## config.mk

```make
export PLATFORM = sky130hd
export DESIGN_NAME = c2_scatter_flat
export DESIGN_NICKNAME = d
export VERILOG_FILES = /design/src/rtl/c2_scatter_if.sv /design/src/rtl/c2_scatter.sv /design/src/flat_wrapper.sv
export SDC_FILE = /design/constraint.sdc
export NUM_CORES = 1
export LEC_CHECK = 0
export CAP_MARGIN = 20
export CORE_ASPECT_RATIO = 1.2
export CORE_UTILIZATION = 45
export DETAILED_ROUTE_END_ITERATION = 6
export HOLD_SLACK_MARGIN = 0.06
export PLACE_DENSITY = 0.86
export SETUP_SLACK_MARGIN = 0.05
export SLEW_MARGIN = 25
export SYNTH_ARGS = -nofsm -noshare
export SYNTH_HDL_FRONTEND = slang
export SYNTH_SLANG_ARGS = --single-unit
export TNS_END_PERCENT = 10
```

## constraint.sdc

```tcl
create_clock -name clk -period 3.8 [get_ports clk]
set_input_delay 0.57 -clock clk [delete_from_list [all_inputs] [get_ports clk]]
set_output_delay 0.57 -clock clk [all_outputs]
set_load 0.02 [all_outputs]
```

## src/rtl/c2_scatter_if.sv

```systemverilog
// Producer/consumer bundle for c2_scatter: write word, select code,
// per-channel read acknowledges and the four holding registers.
interface c2_scatter_if #(parameter int unsigned size = 5);
  logic [size-1:0] D;
  logic            A1;
  logic            B1;
  logic            A0;
  logic            B0;
  logic            WE;
  logic [3:0]      RD;
  logic            RDY;
  logic [size-1:0] Q0;
  logic [size-1:0] Q1;
  logic [size-1:0] Q2;
  logic [size-1:0] Q3;
  logic [3:0]      VLD;
  logic [2:0]      OCC;
  logic            OVF;

  modport master (
    output D, A1, B1, A0, B0, WE, RD,
    input  RDY, Q0, Q1, Q2, Q3, VLD, OCC, OVF
  );

  modport slave (
    input  D, A1, B1, A0, B0, WE, RD,
    output RDY, Q0, Q1, Q2, Q3, VLD, OCC, OVF
  );
endinterface

```

## src/rtl/c2_scatter.sv

```systemverilog
// Registered 1-to-4 data distributor with per-channel valid/read-ack.
// Optional macro C2_SCATTER_OVERWRITE_EN: always accept writes, flag overwrites in OVF.
module c2_scatter #(
  parameter int unsigned size = 5
) (
  input logic         clk,
  input logic         CLRn,
  c2_scatter_if.slave bus
);

  localparam int unsigned NCH  = 4;
  localparam int unsigned SELW = 2;
  localparam int unsigned OCCW = 3;

  logic [size-1:0] q_q [NCH];
  logic [NCH-1:0]  vld_q;
  logic [NCH-1:0]  vld_nxt;
  logic [OCCW-1:0] occ_q;
  logic [OCCW-1:0] occ_nxt;
  logic            ovf_q;
  logic            ovf_nxt;
  logic [SELW-1:0] sel_c;
  logic            rdy_c;
  logic            wr_c;

  // Same decode as the selector cell so codes round-trip between the two.
  assign sel_c = {bus.A1 | bus.B1, bus.A0 & bus.B0};

`ifdef C2_SCATTER_OVERWRITE_EN
  assign rdy_c = 1'b1;
`else
  assign rdy_c = ~vld_q[sel_c] | bus.RD[sel_c];
`endif

  assign wr_c = bus.WE & rdy_c;

  // Next-state valid flags, occupancy and overwrite flag.
  always_comb begin
    vld_nxt = vld_q & ~bus.RD;
    if (wr_c) begin
      vld_nxt[sel_c] = 1'b1;
    end
    occ_nxt = OCCW'($countones(vld_nxt));
`ifdef C2_SCATTER_OVERWRITE_EN
    ovf_nxt = ovf_q | (bus.WE & vld_q[sel_c] & ~bus.RD[sel_c]);
`else
    ovf_nxt = 1'b0;
`endif
  end

  always_ff @(posedge clk or negedge CLRn) begin
    if (!CLRn) begin
      q_q   <= '{default: '0};
      vld_q <= '0;
      occ_q <= '0;
      ovf_q <= 1'b0;
    end else begin
      vld_q <= vld_nxt;
      occ_q <= occ_nxt;
      ovf_q <= ovf_nxt;
      if (wr_c) begin
        q_q[sel_c] <= bus.D;
      end
    end
  end

  assign bus.RDY = rdy_c;
  assign bus.Q0  = q_q[0];
  assign bus.Q1  = q_q[1];
  assign bus.Q2  = q_q[2];
  assign bus.Q3  = q_q[3];
  assign bus.VLD = vld_q;
  assign bus.OCC = occ_q;
  assign bus.OVF = ovf_q;

endmodule

```

## src/flat_wrapper.sv

```systemverilog
// flat-port wrapper written by rule: the top's interface ports become plain ports
module c2_scatter_flat 
#(
  parameter int unsigned size = 5
)
  (clk, CLRn, bus_D, bus_A1, bus_B1, bus_A0, bus_B0, bus_WE, bus_RD, bus_RDY, bus_Q0, bus_Q1, bus_Q2, bus_Q3, bus_VLD, bus_OCC, bus_OVF);
  c2_scatter_if #(.size(size)) bus_i ();
  input logic clk;
  input logic CLRn;
  input wire logic [$bits(bus_i.D)-1:0] bus_D;
  input wire logic [$bits(bus_i.A1)-1:0] bus_A1;
  input wire logic [$bits(bus_i.B1)-1:0] bus_B1;
  input wire logic [$bits(bus_i.A0)-1:0] bus_A0;
  input wire logic [$bits(bus_i.B0)-1:0] bus_B0;
  input wire logic [$bits(bus_i.WE)-1:0] bus_WE;
  input wire logic [$bits(bus_i.RD)-1:0] bus_RD;
  output wire logic [$bits(bus_i.RDY)-1:0] bus_RDY;
  output wire logic [$bits(bus_i.Q0)-1:0] bus_Q0;
  output wire logic [$bits(bus_i.Q1)-1:0] bus_Q1;
  output wire logic [$bits(bus_i.Q2)-1:0] bus_Q2;
  output wire logic [$bits(bus_i.Q3)-1:0] bus_Q3;
  output wire logic [$bits(bus_i.VLD)-1:0] bus_VLD;
  output wire logic [$bits(bus_i.OCC)-1:0] bus_OCC;
  output wire logic [$bits(bus_i.OVF)-1:0] bus_OVF;
  assign bus_i.D = bus_D;
  assign bus_i.A1 = bus_A1;
  assign bus_i.B1 = bus_B1;
  assign bus_i.A0 = bus_A0;
  assign bus_i.B0 = bus_B0;
  assign bus_i.WE = bus_WE;
  assign bus_i.RD = bus_RD;
  assign bus_RDY = bus_i.RDY;
  assign bus_Q0 = bus_i.Q0;
  assign bus_Q1 = bus_i.Q1;
  assign bus_Q2 = bus_i.Q2;
  assign bus_Q3 = bus_i.Q3;
  assign bus_VLD = bus_i.VLD;
  assign bus_OCC = bus_i.OCC;
  assign bus_OVF = bus_i.OVF;
  c2_scatter #(.size(size)) u_core (.clk(clk), .CLRn(CLRn), .bus(bus_i));
endmodule
```

# Word-level counts from Yosys, hierarchy flattened
# Index checks and enable logic that the tools add are counted.
[op_classes]
addsub = 3
magnitude_cmp = 4
muxes = 10
n_bitwise = 9
n_reduce_logical = 2
[op_table]
columns = ["op", "n"]
rows = [
  ["bitwise mux 20 bit", 1],
  ["demux 5 bit (select 2 bit)", 1],
  ["two-way mux 5 bit", 1],
  ["adder 1 x 1 -> 2 bit", 2],
  ["AND 4 bit", 1],
  ["binary-select mux 1 bit (select 2 bit)", 2],
  ["two-way mux 4 bit", 1],
  ["NOT 4 bit", 1],
  ["bitwise OR 4 bit", 1],
  ["adder 3 bit", 1],
  ["greater-or-equal comparator 3 bit (second input constant)", 1],
  ["< comparator 2 x 3 -> 1 bit (second input constant)", 1],
  ["< comparator 3 x 1 -> 1 bit (second input constant)", 1],
  ["two-way mux 1 bit", 3],
  ["NOT 2 -> 3 bit", 1],
  ["AND 1 bit", 2],
  ["demux 1 bit (select 2 bit)", 1],
  ["greater-or-equal comparator 2 x 1 -> 1 bit (second input constant)", 1],
  ["logical AND 1 bit", 2],
  ["bitwise OR 1 bit", 2],
  ["NOT 1 bit", 1],
]
[word_totals]
reg_bits = 27
input_bits = 16

# Longest topological paths before layout
# Gate-level depths: netlist (run 1).
[depth]
ltp_word = 9
mapped_depth = 6
ltp_nobuf = 6

# Least setup slack after synthesis (run 1)
# Ideal clock, no wire load.
[synth_path]
path_type = "input to register"
start = "input bus_B1"
end = "register u_core.occ_q[1] (netlist: u_core.bus.OCC[1])"
arrival_time_ns = 1.961
required_time_ns = 3.664
path_slack_ns = 1.704
path_stages = 6
path_buffers = 0
path_cell_list = "nor2_1 > nand4_1 > nand2_1 > ha_1 > ha_1 > fa_1"
[synth_between]
elab_chain_len = 9
elab_cells_between_ends = 18
[synth_rtl]
columns = ["item", "line_no", "text"]
rows = [
  ["from (decl)", "flat_wrapper.sv:12", "input wire logic [$bits(bus_i.B1)-1:0] bus_B1;"],
  ["bitwise OR 1 bit *", "c2_scatter.sv:27", "assign sel_c = {bus.A1 | bus.B1, bus.A0 & bus.B0};"],
  ["< comparator 2 x 3 -> 1 bit (implied by the code) (tied with other cells)", "c2_scatter.sv:41", "vld_nxt[sel_c] = 1'b1;"],
  ["logical AND 1 bit (implied by the code) / two-way mux 1 bit (equally long branches)", "c2_scatter.sv:41, c2_scatter.sv:32", ""],
  ["two-way mux 1 bit (implied by the code) / NOT 1 bit (equally long branches)", "c2_scatter.sv:41, c2_scatter.sv:32", ""],
  ["demux 1 bit (select 2 bit) / bitwise OR 1 bit (equally long branches)", "--", ""],
  ["bitwise OR 4 bit (no line) / AND 1 bit (equally long branches)", "--", ""],
  ["two-way mux 4 bit *", "c2_scatter.sv:40", "if (wr_c) begin"],
  ["via u_core.vld_nxt[0]", "c2_scatter.sv:17", "logic [NCH-1:0] vld_nxt;"],
  ["adder 1 x 1 -> 2 bit (implied by the code) *", "c2_scatter.sv:43", "occ_nxt = OCCW'($countones(vld_nxt));"],
  ["adder 3 bit (implied by the code) *", "c2_scatter.sv:43", ""],
  ["via u_core.occ_nxt[1]", "c2_scatter.sv:19", "logic [OCCW-1:0] occ_nxt;"],
  ["to (signal assigned)", "c2_scatter.sv:59", "occ_q <= occ_nxt;"],
  ["to (decl)", "c2_scatter.sv:18", "logic [OCCW-1:0] occ_q;"],
]
# Mark *: on every way through the listed nets, which the timed path passes. The rest lies on a longest branch. The select of a mux whose other input is x is not followed.
# A chain may end at the register's enable or synchronous reset.

# Final worst setup path (run 1)
[layout_path]
start = "input bus_A1"
end = "output bus_RDY"
[layout_between]
elab_chain_len = 5
elab_cells_between_ends = 7
[layout_rtl]
columns = ["item", "line_no", "text"]
rows = [
  ["from (decl)", "flat_wrapper.sv:11", "input wire logic [$bits(bus_i.A1)-1:0] bus_A1;"],
  ["bitwise OR 1 bit *", "c2_scatter.sv:27", ""],
  ["binary-select mux 1 bit (select 2 bit)", "c2_scatter.sv:32", "assign rdy_c = ~vld_q[sel_c] | bus.RD[sel_c];"],
  ["two-way mux 1 bit (implied by the code)", "c2_scatter.sv:32", ""],
  ["NOT 1 bit", "c2_scatter.sv:32", ""],
  ["bitwise OR 1 bit *", "c2_scatter.sv:32", ""],
  ["to (decl)", "flat_wrapper.sv:17", "output wire logic [$bits(bus_i.RDY)-1:0] bus_RDY;"],
]
# Every way passes the cells marked *; elsewhere a longest branch is shown, timed or not. The select of a mux whose other input is x is not followed.

==> metrics.cfg, run 1 <==
[layout]
antennaDiodeCount=0
final_layout_size_suffix_gt1_share_pct=25.00
nNetsFinal=137
area_delta_synth_final_pct=43.98
post_layout_nonfiller_instances=147

[synth]
yosysMostFrequentCell=sky130_fd_sc_hd__dfrtp_1
synth_cell_types=15
synth_top_cells_by_count=sky130_fd_sc_hd__dfrtp_1, sky130_fd_sc_hd__mux2_2, sky130_fd_sc_hd__nand2b_1
async_flop_share_pct=100.0
ys_seq_area_share_pct=61.36
post-synth-top-area-cell=sky130_fd_sc_hd__dfrtp_1
syn_area_um2=1101
synth-main-ff-cell=sky130_fd_sc_hd__dfrtp_1
synth.top_cells.by_area=sky130_fd_sc_hd__dfrtp_1, sky130_fd_sc_hd__mux2_2, sky130_fd_sc_hd__ha_1, sky130_fd_sc_hd__mux4_1, sky130_fd_sc_hd__nand2b_1
synth_area_per_cell_um2=15.73
synthesis.yosys.warnings=0
syn_inst=70
synthesis.nets=90
ys_seq_elements=27
synth-edff-count=0
synth_top_area_share_pct=61.36

[clock_network]
cts_num_sinks=27
post_cts_setup_inserts=0
clock_insertion_delay_worst_skew_ns=0.31
clkSlewWorstSetupHoldPaths_ns=0.13
post_cts_hold_buffer_count=0
htree_levels=1
tritoncts=done
clock_path_buffers=2
tritoncts.num_buffers=3
resized_cells_post_cts=0
cts-root-buf=sky130_fd_sc_hd__clkbuf_4

[place]
port-buffer-count=43
dpl_worst_slack_ns=0.8863
hpwlAfterDp_um=1725
dpl.cell_count=143
gpl.final_weighted_congestion=0.7055

[timing]
layout_worst_path_cycle_share_pct=76.43
rsz0062_at_grt=false
final-setup-viol-count=0
setup_slack_ns=0.8955
final-hold-violation-count=0
fin_crit_ns=2.904
worst_slew_margin_rel_pct=61.64
final_max_slew_viol_count=0
skew_ns=0.002663
max_freq_mhz=344.3
worstMarginPinSlew_ns=0.5754
accumulated_negative_setup_slack_ns=0

[floorplan]
floorplan.io_pins=45
rows=19
core_region_area_um2=2306
die_y_um=56.19
fp.dieW_um=47.16
floorplan.die_area_um2=2649
start_util_pct=47.75

[worst_setup_path]
cp_max_fo=3
cp_cell_sequence=clkdlybuf4s50_1 > nor2_1 > mux4_1 > clkdlybuf4s50_1
critical_path.max_stage_delay_ns=0.56
startpoint_type=input pin
cp_common_cell=sky130_fd_sc_hd__clkdlybuf4s50_1
required_ns=3.23
crit_arrival_ns=2.33
setup.worst_path.end_class=primary output
critical_path.slowest_cell=sky130_fd_sc_hd__mux4_1
crit_type=input pin to primary output

[grt]
number_of_global_route_vias_before_repair=813
globalRoute.busiestLayer=met2
use_met3_pct=5.519
grt_first_pass_wirelength_um=3560
maximum_number_of_pins_on_one_net_before_global_route_repair=28
globalRouteMet2Util_pct=32.74
grt_antenna_before_repair=0
use_met1_pct=21.73
overflow=0
gr-usage-all-layers_pct=18.99

[routing]
drt_drc_violations_left=0
avgRoutedWirePerCell_um=15.03
antenna_left=0
route.detailed.vias_per_inst=5.129
drtPass1Iterations=2
via_count=754
detailedRoute.firstIterationViolations=4
detail_route.wirelength_um=2210

[power_and_ir_drop]
power_per_cell_area_nw_per_um2=485.6
worst_ir_drop_vdd_uv=390.9
leak_pwr_nw=0.6869

[status]
outcome=completed

[job]
drv.max_cap_violation_count=0

[worst_hold_path]
holdCritPathClass=input pin to asynchronous set/reset pin

metal layers:
layer | vias to the layer above | part of all wire [%]
met5 | - | 0
met4 | 0 | 1.0
li1 | 340 | -
met1 | 379 | 40
met2 | 31 | 53
met3 | 4 | 6.7
cell families after synthesis:
group           count (synthesis)  share of synthesized area (%)
compound gates                  3                          1.705
fa+ha+maj                       4                          5.228
buf+inv                         1                         0.6821
flops                          27                          61.36
mux                            21                          22.84
other cells                     1                         0.3406
simple gates                   13                          7.840
layout make-up:
cell class	instances	area (um2)
Multi-Input combinational cell	42	417.9
Tap cell	31	38.79
Clock buffer	3	22.52
Clock inverter	1	5.005
Fill cell	172	720.7
Timing Repair Buffer	43	425.4
Sequential cell	27	675.6
report_power, final:
group          switching (W)  internal (W)
logic               0.000131      0.000152
registers          0.0000265      0.000342
clock network      0.0000784     0.0000393
total               0.000236      0.000534
cells in the final DEF (no fill, tap or decap), drive strengths merged:
master,n
buf,1
mux4,1
clkdlybuf4s50,42
mux2,20
o21ai,3
nand2b,4
nor2,1
ha,3
dfrtp,27
fa,1
clkbuf,3
clkinv,1
and2,1
nor3b,2
nand4,2
conb,1
nand2,3
state kept, by name, summed over array words and instances (netlist names):
register,flops
u_core.bus.Q3,5
u_core.bus.Q0,5
u_core.bus.Q1,5
u_core.bus.VLD,4
u_core.bus.OCC,3
u_core.bus.Q2,5
worst max-delay path, delay by kind of cell:
kind	cells	cell delay [ns]
mux	1	0.56
buf+inv	2	1.01
simple gates	1	0.20
final timing paths:
path | start | to | slack [ns] | depth (start not counted)
setup / recovery | bus_A1 | bus_RDY | 0.90 | 4
hold / removal | CLRn | u_core.bus.Q0[1] | 0.23 | 1
setup reg to reg | u_core.bus.VLD[1] | u_core.bus.OCC[1] | 1.70 | 6
hold reg to reg | u_core.bus.Q0[0] | u_core.bus.Q0[0] | 0.52 | 1
max in group asynchronous | CLRn | u_core.bus.Q3[3] | 3.19 | 1
min in group clk | u_core.bus.Q0[0] | u_core.bus.Q0[0] | 0.52 | 1
through the flow:
| stage | power [W] | hold slack [ns] | instance area, um2 | util, % |
|---|---|---|---|---|
| 2_1_floorplan | 0.0005076 | 0.2744 | 1101 | - |
| 3_3_place_gp | 0.0006526 | 0.4904 | 1563 | 67.77 |
| 4_1_cts | 0.0007783 | 0.2416 | 1585 | 68.75 |
| 6_report | 0.0007698 | 0.2339 | 1585 | 68.75 |
| 5_1_grt | 0.0008104 | 0.2561 | 1585 | 68.75 |
| 3_5_place_dp | 0.0006606 | 0.4951 | 1558 | 67.55 |
Note: power is estimated with default switching activity, not from simulation.
==> run 2, diff against run 1 <==
--- a/config.mk
+++ b/config.mk
@@ -7,10 +7,10 @@
 export LEC_CHECK = 0
 export CAP_MARGIN = 20
 export CORE_ASPECT_RATIO = 1.2
-export CORE_UTILIZATION = 45
+export CORE_UTILIZATION = 42
 export DETAILED_ROUTE_END_ITERATION = 6
 export HOLD_SLACK_MARGIN = 0.06
-export PLACE_DENSITY = 0.86
+export PLACE_DENSITY = 0.81
 export SETUP_SLACK_MARGIN = 0.05
 export SLEW_MARGIN = 25
 export SYNTH_ARGS = -nofsm -noshare
==> constraint.sdc (replaced) <==
create_clock -name clk -period 3 [get_ports clk]
set_input_delay 0.45 -clock clk [delete_from_list [all_inputs] [get_ports clk]]
set_output_delay 0.45 -clock clk [all_outputs]
set_load 0.02 [all_outputs]
==> metrics.cfg, run 2 (same netlist as run 1, synthesis figures left out) <==
[status]
outcome=completed  ; unchanged

[timing]
fin_crit_ns=2.699
max_freq_mhz=370.6
final_max_slew_viol_count=0  ; unchanged
accumulated_negative_setup_slack_ns=0  ; unchanged
final-setup-viol-count=0  ; unchanged
layout_worst_path_cycle_share_pct=89.96
skew_ns=0.009258  ; was 0.002663 ns
rsz0062_at_grt=false  ; unchanged
final-hold-violation-count=0  ; unchanged

[worst_setup_path]
critical_path.max_stage_delay_ns=0.57  ; was 0.56 ns
required_ns=2.55  ; was 3.23 ns
cp_common_cell=sky130_fd_sc_hd__clkdlybuf4s50_1  ; unchanged
regToRegEndpoint=u_core.bus.OCC[1]  ; unchanged
cp_cell_sequence=clkdlybuf4s50_1 > nor2_1 > mux4_1 > clkdlybuf4s50_1  ; unchanged
cp_max_fo=3  ; unchanged
r2r_start=u_core.bus.VLD[0]  ; was u_core.bus.VLD[1]
critical_path.slowest_cell=sky130_fd_sc_hd__mux4_1  ; unchanged
setup.worst_path.end_class=primary output  ; unchanged
crit_arrival_ns=2.25  ; was 2.33 ns
r2r_setup_slack_ns=1.24  ; was 1.70 ns
startpoint_type=input pin  ; unchanged
reg2regPathDepth=6  ; unchanged
crit_type=input pin to primary output  ; unchanged

[clock_network]
clkSlewWorstSetupHoldPaths_ns=0.15  ; was 0.13 ns
htree_levels=1  ; unchanged
tritoncts=done  ; unchanged
cts-root-buf=sky130_fd_sc_hd__clkbuf_4  ; unchanged
clock_path_buffers=2  ; unchanged
cts_num_sinks=27  ; unchanged
resized_cells_post_cts=0  ; unchanged
tritoncts.num_buffers=3  ; unchanged
post_cts_setup_inserts=0  ; unchanged
post_cts_hold_buffer_count=0  ; unchanged
clock_insertion_delay_worst_skew_ns=0.32  ; was 0.31 ns

[worst_hold_path]
holdCritPathClass=input pin to asynchronous set/reset pin  ; unchanged

[place]
hpwlAfterDp_um=1669  ; was 1725 um
gpl.final_weighted_congestion=0.7615  ; was 0.7055
port-buffer-count=43  ; unchanged

[floorplan]
start_util_pct=46.32  ; was 47.75%
rows=19  ; unchanged
fp.dieW_um=48.74  ; was 47.16 um
die_y_um=58.09  ; was 56.19 um
floorplan.io_pins=45  ; unchanged
core_region_area_um2=2377  ; was 2306 um2
floorplan.die_area_um2=2831  ; was 2649 um2

[routing]
drtPass1Iterations=3  ; was 2
antenna_left=0  ; unchanged
drt_drc_violations_left=0  ; unchanged
via_count=728  ; was 754
avgRoutedWirePerCell_um=14.41  ; was 15.03 um
route.detailed.vias_per_inst=4.853  ; was 5.129
detail_route.wirelength_um=2162  ; was 2210 um
detailedRoute.firstIterationViolations=7  ; was 4

[grt]
grt_antenna_before_repair=0  ; unchanged
grt_first_pass_wirelength_um=3719  ; was 3560 um
gr-usage-all-layers_pct=17.65  ; was 18.99%
number_of_global_route_vias_before_repair=810  ; was 813
overflow=0  ; unchanged
maximum_number_of_pins_on_one_net_before_global_route_repair=28  ; unchanged

[layout]
area_delta_synth_final_pct=46.70  ; was 43.98%
final_layout_size_suffix_gt1_share_pct=26.05  ; was 25.00%
nNetsFinal=140  ; was 137
layout.core_utilization_pct=67.95  ; was 68.75%
most-common-layout-cells=sky130_fd_sc_hd__clkdlybuf4s50_1, sky130_fd_sc_hd__dfrtp_1, sky130_fd_sc_hd__mux2_2  ; unchanged
antennaDiodeCount=0  ; unchanged
most_common_library_cell_in_the_layout_ignoring_fill_and_taps=sky130_fd_sc_hd__clkdlybuf4s50_1  ; unchanged
layout.filler_cells=183  ; was 172

[power_and_ir_drop]
power_per_cell_area_nw_per_um2=608.4  ; was 485.6 nW/um2
worst_ir_drop_vdd_uv=462.6  ; was 390.9 uV
leak_pwr_nw=0.6963  ; was 0.6869 nW

[job]
drv.max_cap_violation_count=0  ; unchanged

-- run 2: changes by cell type in the layout (fill, tap and decap cells not counted) --
cell,previous run,this run
sky130_fd_sc_hd__buf_4,0,3
sky130_fd_sc_hd__buf_2,1,0
sky130_fd_sc_hd__clkdlybuf4s50_1,42,43
sky130_fd_sc_hd__clkinv_2,1,0
sky130_fd_sc_hd__clkinvlp_4,0,1
-- run 2: layer usage --
| metal | vias up | part of all wire, % | GRT usage (%) |
|---|---|---|---|
| li1 | 344 | - | - |
| met1 | 355 | 41 | 20.73 |
| met2 | 27 | 54 | 31.15 |
| met3 | 2 | 4.2 | 2.362 |
| met4 | 0 | 1.0 | 10.08 |
| met5 | - | 0 | 0 |
-- run 2: worst max path at each step --
stage / end / cells after the start / slack, ns / start
after detailed placement: bus_RDY / 4 / 0.31 / bus_B1
after global placement: bus_RDY / 4 / 0.35 / bus_B1
final: bus_RDY / 4 / 0.30 / bus_B1
after floorplan: u_core.bus.OCC[1] / 6 / 1.02 / bus_B1
after global routing: bus_RDY / 4 / 0.23 / bus_B1
after CTS: bus_RDY / 4 / 0.31 / bus_B1
-- run 2: power by group --
part / switching, W / leakage, nW / total [W] / internal, W
clock: 0.000104 / 0.0139 / 0.000155 / 0.0000509
sequential: 0.0000350 / 0.330 / 0.000469 / 0.000434
combinational: 0.000164 / 0.352 / 0.000360 / 0.000195
total: 0.000303 / 0.696 / 0.000983 / 0.000680
-- run 2: layout make-up --
cell class / count / area, um2 / share of cell area (%)
Sequential cell: 27 / 675.6 / 41.83
Timing Repair Buffer: 46 / 452.9 / 28.04
Multi-Input combinational cell: 42 / 417.9 / 25.87
Tap cell: 31 / 38.79 / 2.401
Clock buffer: 3 / 22.52 / 1.394
Clock inverter: 1 / 7.507 / 0.4648
-- run 2: critical path, delay by kind of cell --
| kind | cells | cell delay [ns] |
|---|---|---|
| buffers and inverters | 2 | 0.99 |
| muxes | 1 | 0.57 |
| and+or+nand+nor | 1 | 0.23 |
-- run 2: per-stage QoR --
stage	area [um2]	setup WS, ns	total power, W	std cells	hold WS [ns]
final	1615	0.3013	0.0009828	150	0.4837
after global routing	1615	0.2302	0.001036	150	0.4801
after CTS	1615	0.3113	0.0009963	150	0.4835
after detailed placement	1585	0.3134	0.0008400	146	0.4933
after global placement	1585	0.3543	0.0008299	146	0.4865
after floorplan	1101	1.024	0.0006430	70	0.1544
